$ cat src/rtl/dram_axi_burst_engine_if.sv
// AXI4 master/slave bundle for the m00 DRAM port of the burst engine.
// The master modport is used by the engine; the slave modport by memory models.
interface dram_axi_burst_engine_if #(
    parameter int data_width = 32,
    parameter int addr_width = 32,
    parameter int id_width   = 6
) ();

    // write address channel
    logic [id_width-1:0]     awid;
    logic [addr_width-1:0]   awaddr;
    logic [7:0]              awlen;
    logic [2:0]              awsize;
    logic [1:0]              awburst;
    logic                    awlock;
    logic [3:0]              awcache;
    logic [2:0]              awprot;
    logic [3:0]              awqos;
    logic                    awvalid;
    logic                    awready;

    // write data channel
    logic [id_width-1:0]     wid;
    logic [data_width-1:0]   wdata;
    logic [data_width/8-1:0] wstrb;
    logic                    wlast;
    logic                    wvalid;
    logic                    wready;

    // write response channel
    logic [id_width-1:0]     bid;
    logic [1:0]              bresp;
    logic                    bvalid;
    logic                    bready;

    // read address channel
    logic [id_width-1:0]     arid;
    logic [addr_width-1:0]   araddr;
    logic [7:0]              arlen;
    logic [2:0]              arsize;
    logic [1:0]              arburst;
    logic                    arlock;
    logic [3:0]              arcache;
    logic [2:0]              arprot;
    logic [3:0]              arqos;
    logic                    arvalid;
    logic                    arready;

    // read data channel
    logic [id_width-1:0]     rid;
    logic [data_width-1:0]   rdata;
    logic [1:0]              rresp;
    logic                    rlast;
    logic                    rvalid;
    logic                    rready;

    modport master (
        output awid, awaddr, awlen, awsize, awburst, awlock, awcache, awprot, awqos, awvalid,
        input  awready,
        output wid, wdata, wstrb, wlast, wvalid,
        input  wready,
        input  bid, bresp, bvalid,
        output bready,
        output arid, araddr, arlen, arsize, arburst, arlock, arcache, arprot, arqos, arvalid,
        input  arready,
        input  rid, rdata, rresp, rlast, rvalid,
        output rready
    );

    modport slave (
        input  awid, awaddr, awlen, awsize, awburst, awlock, awcache, awprot, awqos, awvalid,
        output awready,
        input  wid, wdata, wstrb, wlast, wvalid,
        output wready,
        output bid, bresp, bvalid,
        input  bready,
        input  arid, araddr, arlen, arsize, arburst, arlock, arcache, arprot, arqos, arvalid,
        output arready,
        output rid, rdata, rresp, rlast, rvalid,
        input  rready
    );

endinterface

$ cat src/rtl/dram_axi_burst_engine.sv
// Host-programmable AXI4 burst master: one command at a time, either writes a
// seed+beat pattern burst or reads a burst back and counts pattern mismatches,
// then reports a status record.
module dram_axi_burst_engine #(
    parameter int axi_data_width = 32,
    parameter int axi_addr_width = 32,
    parameter int axi_id         = 0,
    parameter int axi_id_width   = 6
) (
    input  logic                      aclk,
    input  logic                      reset,

    input  logic                      cmd_v_i,
    output logic                      cmd_ready_o,
    input  logic                      cmd_write_i,
    input  logic [axi_addr_width-1:0] cmd_addr_i,
    input  logic [7:0]                cmd_len_i,
    input  logic [axi_data_width-1:0] cmd_seed_i,

    output logic                      resp_v_o,
    input  logic                      resp_ready_i,
    output logic [8:0]                resp_err_cnt_o,
    output logic                      resp_axi_err_o,
    output logic                      resp_boundary_err_o,

    dram_axi_burst_engine_if.master   m00_axi
);

    localparam int              bytes_per_beat = axi_data_width / 8;
    localparam int              size_log       = $clog2(bytes_per_beat);
    localparam logic [2:0]      axi_size       = 3'(size_log);
    localparam logic [1:0]      burst_incr     = 2'b01;
    localparam logic [3:0]      cache_val      = 4'b0011;
    localparam logic [axi_id_width-1:0] id_val = axi_id_width'(axi_id);

    typedef enum logic [2:0] {
        S_IDLE,
        S_AW,
        S_W,
        S_B,
        S_AR,
        S_R,
        S_RESP
    } state_t;

    state_t                    state;

    // latched command
    logic [axi_addr_width-1:0] addr_q;
    logic [7:0]                len_q;
    logic [axi_data_width-1:0] seed_q;
    logic [8:0]                beat_q;

    // registered channel outputs
    logic                      awvalid_q;
    logic                      wvalid_q;
    logic [axi_data_width-1:0] wdata_q;
    logic                      wlast_q;
    logic                      bready_q;
    logic                      arvalid_q;
    logic                      rready_q;
    logic                      cmd_ready_q;
    logic                      resp_v_q;
    logic [8:0]                err_cnt_q;
    logic                      axi_err_q;
    logic                      boundary_q;

    // command address with the sub-beat byte offset dropped
    logic [axi_addr_width-1:0] cmd_addr_aligned;
    logic [13:0]               burst_bytes;
    logic [13:0]               burst_end;
    logic                      crosses_4k;

    logic [axi_data_width-1:0] expected_rdata;
    logic                      rresp_err;
    logic                      beat_is_last;

    assign cmd_addr_aligned = {cmd_addr_i[axi_addr_width-1:size_log], {size_log{1'b0}}};
    assign burst_bytes      = (14'(cmd_len_i) + 14'd1) << size_log;
    assign burst_end        = 14'(cmd_addr_aligned[11:0]) + burst_bytes;
    assign crosses_4k       = (burst_end > 14'd4096);

    assign expected_rdata   = seed_q + axi_data_width'(beat_q);
    assign rresp_err        = (m00_axi.rresp != 2'b00);
    assign beat_is_last     = (beat_q == {1'b0, len_q});

    // write address channel: fields come from the latched command
    assign m00_axi.awid     = id_val;
    assign m00_axi.awaddr   = addr_q;
    assign m00_axi.awlen    = len_q;
    assign m00_axi.awsize   = axi_size;
    assign m00_axi.awburst  = burst_incr;
    assign m00_axi.awlock   = 1'b0;
    assign m00_axi.awcache  = cache_val;
    assign m00_axi.awprot   = 3'b000;
    assign m00_axi.awqos    = 4'b0000;
    assign m00_axi.awvalid  = awvalid_q;

    // write data channel
    assign m00_axi.wid      = id_val;
    assign m00_axi.wdata    = wdata_q;
    assign m00_axi.wstrb    = '1;
    assign m00_axi.wlast    = wlast_q;
    assign m00_axi.wvalid   = wvalid_q;

    assign m00_axi.bready   = bready_q;

    // read address channel
    assign m00_axi.arid     = id_val;
    assign m00_axi.araddr   = addr_q;
    assign m00_axi.arlen    = len_q;
    assign m00_axi.arsize   = axi_size;
    assign m00_axi.arburst  = burst_incr;
    assign m00_axi.arlock   = 1'b0;
    assign m00_axi.arcache  = cache_val;
    assign m00_axi.arprot   = 3'b000;
    assign m00_axi.arqos    = 4'b0000;
    assign m00_axi.arvalid  = arvalid_q;

    assign m00_axi.rready   = rready_q;

    assign cmd_ready_o         = cmd_ready_q;
    assign resp_v_o            = resp_v_q;
    assign resp_err_cnt_o      = err_cnt_q;
    assign resp_axi_err_o      = axi_err_q;
    assign resp_boundary_err_o = boundary_q;

    // command sequencer: every output is a register updated only on the handshakes that move it
    always_ff @(posedge aclk) begin
        if (reset) begin
            state       <= S_IDLE;
            addr_q      <= '0;
            len_q       <= '0;
            seed_q      <= '0;
            beat_q      <= '0;
            awvalid_q   <= 1'b0;
            wvalid_q    <= 1'b0;
            wdata_q     <= '0;
            wlast_q     <= 1'b0;
            bready_q    <= 1'b0;
            arvalid_q   <= 1'b0;
            rready_q    <= 1'b0;
            cmd_ready_q <= 1'b1;
            resp_v_q    <= 1'b0;
            err_cnt_q   <= '0;
            axi_err_q   <= 1'b0;
            boundary_q  <= 1'b0;
        end else begin
            case (state)
                S_IDLE: begin
                    if (cmd_v_i) begin
                        addr_q      <= cmd_addr_aligned;
                        len_q       <= cmd_len_i;
                        seed_q      <= cmd_seed_i;
                        beat_q      <= '0;
                        err_cnt_q   <= '0;
                        axi_err_q   <= 1'b0;
                        boundary_q  <= 1'b0;
                        cmd_ready_q <= 1'b0;
                        if (crosses_4k) begin
                            // an illegal burst is reported without touching the bus
                            boundary_q <= 1'b1;
                            resp_v_q   <= 1'b1;
                            state      <= S_RESP;
                        end else if (cmd_write_i) begin
                            awvalid_q <= 1'b1;
                            state     <= S_AW;
                        end else begin
                            arvalid_q <= 1'b1;
                            state     <= S_AR;
                        end
                    end
                end

                S_AW: begin
                    if (m00_axi.awready) begin
                        awvalid_q <= 1'b0;
                        wvalid_q  <= 1'b1;
                        wdata_q   <= seed_q;
                        wlast_q   <= (len_q == 8'd0);
                        state     <= S_W;
                    end
                end

                S_W: begin
                    if (m00_axi.wready) begin
                        beat_q <= beat_q + 9'd1;
                        if (wlast_q) begin
                            wvalid_q <= 1'b0;
                            wlast_q  <= 1'b0;
                            bready_q <= 1'b1;
                            state    <= S_B;
                        end else begin
                            wdata_q <= wdata_q + axi_data_width'(1);
                            wlast_q <= ((beat_q + 9'd1) == {1'b0, len_q});
                        end
                    end
                end

                S_B: begin
                    if (m00_axi.bvalid) begin
                        bready_q  <= 1'b0;
                        axi_err_q <= axi_err_q | (m00_axi.bresp != 2'b00);
                        resp_v_q  <= 1'b1;
                        state     <= S_RESP;
                    end
                end

                S_AR: begin
                    if (m00_axi.arready) begin
                        arvalid_q <= 1'b0;
                        rready_q  <= 1'b1;
                        state     <= S_R;
                    end
                end

                S_R: begin
                    if (m00_axi.rvalid) begin
                        if ((m00_axi.rdata != expected_rdata) && (err_cnt_q != 9'h1FF)) begin
                            err_cnt_q <= err_cnt_q + 9'd1;
                        end
                        beat_q <= beat_q + 9'd1;
                        if (m00_axi.rlast) begin
                            // rlast anywhere but the final beat is a protocol error
                            axi_err_q <= axi_err_q | rresp_err | !beat_is_last;
                            rready_q  <= 1'b0;
                            resp_v_q  <= 1'b1;
                            state     <= S_RESP;
                        end else begin
                            // final beat without rlast: flag it and keep draining
                            axi_err_q <= axi_err_q | rresp_err | beat_is_last;
                        end
                    end
                end

                S_RESP: begin
                    if (resp_ready_i) begin
                        resp_v_q    <= 1'b0;
                        cmd_ready_q <= 1'b1;
                        state       <= S_IDLE;
                    end
                end

                default: begin
                    state <= S_IDLE;
                end
            endcase
        end
    end

endmodule

$ cat src/flat_wrapper.sv
// flat-port wrapper written by rule: the top's interface ports become plain ports
module dram_axi_burst_engine_flat 
#(
    parameter int axi_data_width = 32,
    parameter int axi_addr_width = 32,
    parameter int axi_id         = 0,
    parameter int axi_id_width   = 6
)
  (aclk, reset, cmd_v_i, cmd_ready_o, cmd_write_i, cmd_addr_i, cmd_len_i, cmd_seed_i, resp_v_o, resp_ready_i, resp_err_cnt_o, resp_axi_err_o, resp_boundary_err_o, m00_axi_awid, m00_axi_awaddr, m00_axi_awlen, m00_axi_awsize, m00_axi_awburst, m00_axi_awlock, m00_axi_awcache, m00_axi_awprot, m00_axi_awqos, m00_axi_awvalid, m00_axi_awready, m00_axi_wid, m00_axi_wdata, m00_axi_wstrb, m00_axi_wlast, m00_axi_wvalid, m00_axi_wready, m00_axi_bid, m00_axi_bresp, m00_axi_bvalid, m00_axi_bready, m00_axi_arid, m00_axi_araddr, m00_axi_arlen, m00_axi_arsize, m00_axi_arburst, m00_axi_arlock, m00_axi_arcache, m00_axi_arprot, m00_axi_arqos, m00_axi_arvalid, m00_axi_arready, m00_axi_rid, m00_axi_rdata, m00_axi_rresp, m00_axi_rlast, m00_axi_rvalid, m00_axi_rready);
  dram_axi_burst_engine_if #(.data_width((32)), .addr_width((32)), .id_width((6))) m00_axi_i ();
  input  logic aclk;
  input  logic reset;
  input  logic cmd_v_i;
  output logic cmd_ready_o;
  input  logic cmd_write_i;
  input  logic [axi_addr_width-1:0] cmd_addr_i;
  input  logic [7:0] cmd_len_i;
  input  logic [axi_data_width-1:0] cmd_seed_i;
  output logic resp_v_o;
  input  logic resp_ready_i;
  output logic [8:0] resp_err_cnt_o;
  output logic resp_axi_err_o;
  output logic resp_boundary_err_o;
  output wire logic [$bits(m00_axi_i.awid)-1:0] m00_axi_awid;
  output wire logic [$bits(m00_axi_i.awaddr)-1:0] m00_axi_awaddr;
  output wire logic [$bits(m00_axi_i.awlen)-1:0] m00_axi_awlen;
  output wire logic [$bits(m00_axi_i.awsize)-1:0] m00_axi_awsize;
  output wire logic [$bits(m00_axi_i.awburst)-1:0] m00_axi_awburst;
  output wire logic [$bits(m00_axi_i.awlock)-1:0] m00_axi_awlock;
  output wire logic [$bits(m00_axi_i.awcache)-1:0] m00_axi_awcache;
  output wire logic [$bits(m00_axi_i.awprot)-1:0] m00_axi_awprot;
  output wire logic [$bits(m00_axi_i.awqos)-1:0] m00_axi_awqos;
  output wire logic [$bits(m00_axi_i.awvalid)-1:0] m00_axi_awvalid;
  input wire logic [$bits(m00_axi_i.awready)-1:0] m00_axi_awready;
  output wire logic [$bits(m00_axi_i.wid)-1:0] m00_axi_wid;
  output wire logic [$bits(m00_axi_i.wdata)-1:0] m00_axi_wdata;
  output wire logic [$bits(m00_axi_i.wstrb)-1:0] m00_axi_wstrb;
  output wire logic [$bits(m00_axi_i.wlast)-1:0] m00_axi_wlast;
  output wire logic [$bits(m00_axi_i.wvalid)-1:0] m00_axi_wvalid;
  input wire logic [$bits(m00_axi_i.wready)-1:0] m00_axi_wready;
  input wire logic [$bits(m00_axi_i.bid)-1:0] m00_axi_bid;
  input wire logic [$bits(m00_axi_i.bresp)-1:0] m00_axi_bresp;
  input wire logic [$bits(m00_axi_i.bvalid)-1:0] m00_axi_bvalid;
  output wire logic [$bits(m00_axi_i.bready)-1:0] m00_axi_bready;
  output wire logic [$bits(m00_axi_i.arid)-1:0] m00_axi_arid;
  output wire logic [$bits(m00_axi_i.araddr)-1:0] m00_axi_araddr;
  output wire logic [$bits(m00_axi_i.arlen)-1:0] m00_axi_arlen;
  output wire logic [$bits(m00_axi_i.arsize)-1:0] m00_axi_arsize;
  output wire logic [$bits(m00_axi_i.arburst)-1:0] m00_axi_arburst;
  output wire logic [$bits(m00_axi_i.arlock)-1:0] m00_axi_arlock;
  output wire logic [$bits(m00_axi_i.arcache)-1:0] m00_axi_arcache;
  output wire logic [$bits(m00_axi_i.arprot)-1:0] m00_axi_arprot;
  output wire logic [$bits(m00_axi_i.arqos)-1:0] m00_axi_arqos;
  output wire logic [$bits(m00_axi_i.arvalid)-1:0] m00_axi_arvalid;
  input wire logic [$bits(m00_axi_i.arready)-1:0] m00_axi_arready;
  input wire logic [$bits(m00_axi_i.rid)-1:0] m00_axi_rid;
  input wire logic [$bits(m00_axi_i.rdata)-1:0] m00_axi_rdata;
  input wire logic [$bits(m00_axi_i.rresp)-1:0] m00_axi_rresp;
  input wire logic [$bits(m00_axi_i.rlast)-1:0] m00_axi_rlast;
  input wire logic [$bits(m00_axi_i.rvalid)-1:0] m00_axi_rvalid;
  output wire logic [$bits(m00_axi_i.rready)-1:0] m00_axi_rready;
  assign m00_axi_awid = m00_axi_i.awid;
  assign m00_axi_awaddr = m00_axi_i.awaddr;
  assign m00_axi_awlen = m00_axi_i.awlen;
  assign m00_axi_awsize = m00_axi_i.awsize;
  assign m00_axi_awburst = m00_axi_i.awburst;
  assign m00_axi_awlock = m00_axi_i.awlock;
  assign m00_axi_awcache = m00_axi_i.awcache;
  assign m00_axi_awprot = m00_axi_i.awprot;
  assign m00_axi_awqos = m00_axi_i.awqos;
  assign m00_axi_awvalid = m00_axi_i.awvalid;
  assign m00_axi_i.awready = m00_axi_awready;
  assign m00_axi_wid = m00_axi_i.wid;
  assign m00_axi_wdata = m00_axi_i.wdata;
  assign m00_axi_wstrb = m00_axi_i.wstrb;
  assign m00_axi_wlast = m00_axi_i.wlast;
  assign m00_axi_wvalid = m00_axi_i.wvalid;
  assign m00_axi_i.wready = m00_axi_wready;
  assign m00_axi_i.bid = m00_axi_bid;
  assign m00_axi_i.bresp = m00_axi_bresp;
  assign m00_axi_i.bvalid = m00_axi_bvalid;
  assign m00_axi_bready = m00_axi_i.bready;
  assign m00_axi_arid = m00_axi_i.arid;
  assign m00_axi_araddr = m00_axi_i.araddr;
  assign m00_axi_arlen = m00_axi_i.arlen;
  assign m00_axi_arsize = m00_axi_i.arsize;
  assign m00_axi_arburst = m00_axi_i.arburst;
  assign m00_axi_arlock = m00_axi_i.arlock;
  assign m00_axi_arcache = m00_axi_i.arcache;
  assign m00_axi_arprot = m00_axi_i.arprot;
  assign m00_axi_arqos = m00_axi_i.arqos;
  assign m00_axi_arvalid = m00_axi_i.arvalid;
  assign m00_axi_i.arready = m00_axi_arready;
  assign m00_axi_i.rid = m00_axi_rid;
  assign m00_axi_i.rdata = m00_axi_rdata;
  assign m00_axi_i.rresp = m00_axi_rresp;
  assign m00_axi_i.rlast = m00_axi_rlast;
  assign m00_axi_i.rvalid = m00_axi_rvalid;
  assign m00_axi_rready = m00_axi_i.rready;
  dram_axi_burst_engine #(.axi_data_width(axi_data_width), .axi_addr_width(axi_addr_width), .axi_id(axi_id), .axi_id_width(axi_id_width)) u_core (.aclk(aclk), .reset(reset), .cmd_v_i(cmd_v_i), .cmd_ready_o(cmd_ready_o), .cmd_write_i(cmd_write_i), .cmd_addr_i(cmd_addr_i), .cmd_len_i(cmd_len_i), .cmd_seed_i(cmd_seed_i), .resp_v_o(resp_v_o), .resp_ready_i(resp_ready_i), .resp_err_cnt_o(resp_err_cnt_o), .resp_axi_err_o(resp_axi_err_o), .resp_boundary_err_o(resp_boundary_err_o), .m00_axi(m00_axi_i));
endmodule
$ cat config.mk
export PLATFORM = sky130hd
export DESIGN_NAME = dram_axi_burst_engine_flat
export DESIGN_NICKNAME = d
export VERILOG_FILES = /design/src/rtl/dram_axi_burst_engine_if.sv /design/src/rtl/dram_axi_burst_engine.sv /design/src/flat_wrapper.sv
export SDC_FILE = /design/constraint.sdc
export NUM_CORES = 1
export LEC_CHECK = 0
export BUFFER_PORTS_ARGS = -buffer_cell sky130_fd_sc_hd__buf_4
export CORE_UTILIZATION = 52
export CTS_BUF_LIST = sky130_fd_sc_hd__clkbuf_8
export DETAILED_ROUTE_END_ITERATION = 6
export HOLD_SLACK_MARGIN = 0.08
export PLACE_DENSITY = 0.9
export SYNTH_ARGS = -nofsm -noshare
export SYNTH_HDL_FRONTEND = slang
export SYNTH_SLANG_ARGS = --single-unit
$ cat constraint.sdc
create_clock -name aclk -period 5.2 [get_ports aclk]
set_clock_uncertainty 0.15 [all_clocks]
set_input_delay 1.04 -clock aclk [delete_from_list [all_inputs] [get_ports aclk]]
set_output_delay 1.04 -clock aclk [all_outputs]
set_load 0.1 [all_outputs]
==> flow_summary_export.csv <==
group,metric,value,unit
outcome,status,"finished clean",
route,drc_errors,0,
synthesis,async_flop_share,0,%
setup_path,critPathMaxFanout,9,
route,drt_iter0_drc,711,
sta,max_freq,233,MHz
clock_tree,cts_resized,0,
setup_path,cp_slowest_stage_delay,610,ps
setup_path,cp.arrival,4470,ps
finish,final_util,64.9,%
finish,area_delta_synth_final,20.1,%
clock_tree,cts_hold_buffers,0,
clock_tree,cts_made_buffers,17,
clock_tree,clock_latency,460,ps
power,power,5.78,mW
sta,worst_pin_slew,1060,ps
setup_path,crit_buf_inv,0,
job,maxCapViolations,0,
synthesis,synthCells,1229,
synthesis,synth.cell_area,9080,µm²
synthesis,synth_area_leaders,"dfxtp_1 29%, nand2_1 9.2%, buf_4 8.1%",
clock_tree,cts_setup_buffers,0,
synthesis,post_synth_num_cell_types,75,
grt,track_usage,30.8,%
clock_tree,cts_tree,"done",
die,core,16800,µm²
placed_design,globalplace.congestion,0.964,
route,dr.pass1.iters,6,
finish,final_nets,1550,
finish,antenna_cells,0,
die,ios,318,
sta,grt_setup_unrepaired,"false",
die,num_rows,47,
grt,grt_pass1_vias,8697,
setup_path,critPathSlowestCell,"or4_4",
clock_tree,clk_pin_slew,80,ps
setup_path,path_delay_family,"compound AO/OA/AOI/OAI gates",
worst_hold_path,min-delay-path-class,"reg -> reg",
synthesis,yosysTopAreaCellShare,29.3,%
synthesis,synth.avg_cell_area,7.39,µm²
finish,drive_gt1_share,21.4,%
sta,min_period,4300,ps
clock_tree,htree_levels,4,
synthesis,ys_warn_count,0,
sta,setup_viol,0,
route,vias_per_cell,5.82,
route,routedWlPerCell,17.2,µm
sta,slew_violations,0,
clock_tree,clk_path_buf_depth,2,
placed_design,place_hpwl,20.6,mm
synthesis,seq_area_frac_synth,29.3,%
setup_path,crit_chain,"ha_1, fa_1, a21o_1, a221oi_1, o21ai_1, nand3_1, mux2_2, or4_1, or4_4, o21ai_4, o221ai_1",
placed_design,portBuffers,243,
die,start_util,54.0,%
route,vias,9444,
setup_path,crit_type,"reg -> reg",
synthesis,ys.flop_type,"dfxtp_1",
clock_tree,cts-root-buf,"clkbuf_8",
grt,grt_max_degree,75,
clock_tree,clock-sinks,133,
grt,grt_pass1_wl,44.1,mm
setup_path,start_kind,"register",
sta,fin_tns_setup,0,ps
grt,antenna_found_initial,0,
route,ant_nets,0,
power,p_leak,4.63,nW
placed_design,placed_cells,1593,
power,ir_worst_vdd,0.439,mV
finish,fin_cells,1624,
setup_path,regToRegSetupSlack,900,ps
sta,period_share,82.7,%
synthesis,synth_edf_count,0,
route,drt_wl_total,27.9,mm
grt,overflow,0,
die,die_h,134,µm
setup_path,cp.required,5370,ps
power,cellPowerDensity,530,nW/µm²
setup_path,worstSetupEndpointType,"register",
die,dieArea,18000,µm²
synthesis,ys_seq_elements,133,
sta,hold_violations,0,
sta,timing.slew.headroom,28.4,%
synthesis,yosysTopAreaCell,"dfxtp_1",
die,die_x,134,µm
## cells in the mapped netlist (8+ instances only)
library cell / number
a211oi_1: 16
a21o_1: 13
a21oi_1: 135
a22oi_1: 11
a31oi_1: 9
and2_1: 10
and3_1: 26
buf_2: 9
buf_4: 98
clkbuf_1: 49
dfxtp_1: 133
ha_1: 25
inv_1: 11
nand2_1: 222
nand3_1: 38
nand4_1: 14
nor2_1: 97
nor3_1: 31
nor4_1: 13
o21ai_0: 48
o31ai_1: 9
or3_1: 8
xnor2_1: 50
xor2_1: 28
## power by group
group / leakage, nW / total (mW) / switching, mW / internal, mW
registers: 1.08 / 1.55 / 0.335 / 1.22
logic: 3.30 / 3.23 / 2.48 / 0.745
clock network: 0.240 / 1.00 / 0.414 / 0.588
## metrics by stage
stage | worst slack, ps | instance area (µm²) | hold WS, ps
6_report | 900 | 10900 | 318
4_1_cts | 925 | 10900 | 311
3_5_place_dp | 920 | 10500 | 300
5_1_grt | 689 | 10900 | 323
2_1_floorplan | 1370 | 9300 | 303
3_3_place_gp | 977 | 10500 | 282
## cells by family (layout without fill, tap and decap cells)
logic type               after synthesis  after routing  synth area share (%)
AO/OA/AOI/OAI                        297            297                  20.3
XOR/XNOR                              78             78                  7.52
adder cells (fa/ha/maj)               27             27                  3.88
buffers and inverters                175            292                  11.4
flip-flops                           133            133                  29.3
multiplexers                           7              7                 0.785
other                                  2             60                0.0827
AND/OR/NAND/NOR                      510            510                  26.7
## placed cells by master (no fill, tap or decap), types with 7 or more instances in the layout
cell type	n
buf_4	250
nand2_1	222
a21oi_1	135
dfxtp_1	133
nor2_1	97
conb_1	60
xnor2_1	50
o21ai_0	48
nand3_1	38
nor3_1	31
xor2_1	28
and3_1	26
ha_1	25
clkbuf_8	19
a211oi_1	16
inv_1	14
nand4_1	14
a21o_1	13
nor4_1	13
a22oi_1	11
and2_1	10
o31ai_1	9
a31oi_1	9
or3_1	8
nand3b_1	7
and4_1	7
## layer usage
layer	up-vias	wire length, µm	GRT usage (%)	share of wire (%)
li1	4504	-	-	-
met1	4355	11000	38.1	40
met2	519	13300	51.3	48
met3	66	2750	7.79	9.9
met4	0	813	12.2	2.9
met5	-	0	0	0
## worst paths after layout
kind | start | end | cells after the start
setup / recovery | u_core.beat_q[0] | u_core.resp_err_cnt_o[2] | 11
hold / removal | u_core.cmd_ready_o | u_core.cmd_ready_o | 2
setup reg to reg | u_core.beat_q[0] | u_core.resp_err_cnt_o[2] | 11
hold reg to reg | u_core.cmd_ready_o | u_core.cmd_ready_o | 2
## state kept, by name, summed over array words and instances, names as in the netlist
| signal | flops |
|---|---|
| u_core.state | 3 |
| u_core.m00_axi.arlen | 8 |
| u_core.m00_axi.wlast | 1 |
| u_core.seed_q | 32 |
| u_core.resp_boundary_err_o | 1 |
| u_core.m00_axi.araddr | 30 |
| u_core.m00_axi.bready | 1 |
| u_core.resp_v_o | 1 |
| u_core.resp_err_cnt_o | 9 |
| u_core.m00_axi.arvalid | 1 |
| u_core.m00_axi.wvalid | 1 |
| u_core.resp_axi_err_o | 1 |
| u_core.m00_axi.rready | 1 |
| u_core.cmd_ready_o | 1 |
| u_core.m00_axi.awvalid | 1 |
| u_core.m00_axi.wdata | 32 |
| u_core.beat_q | 9 |
## layout make-up
| cell class | count | area [µm²] |
|---|---|---|
| fill | 1481 | 5910 |
| multi-input combinational | 979 | 5610 |
| sequential | 133 | 2660 |
| timing repair buffer | 250 | 1880 |
| tap | 220 | 275 |
| clock buffer | 19 | 262 |
| clock inverter | 12 | 185 |
| inverter | 11 | 41.3 |
## worst reg2reg max path, delay by kind of cell, from the launching register on
kind	cells	cell delay, ps
compound gates	5	1480
simple gates	3	1150
fa+ha+maj	2	690
flops	1	370
mux	1	350
Note: power is estimated with default switching activity, not from simulation.
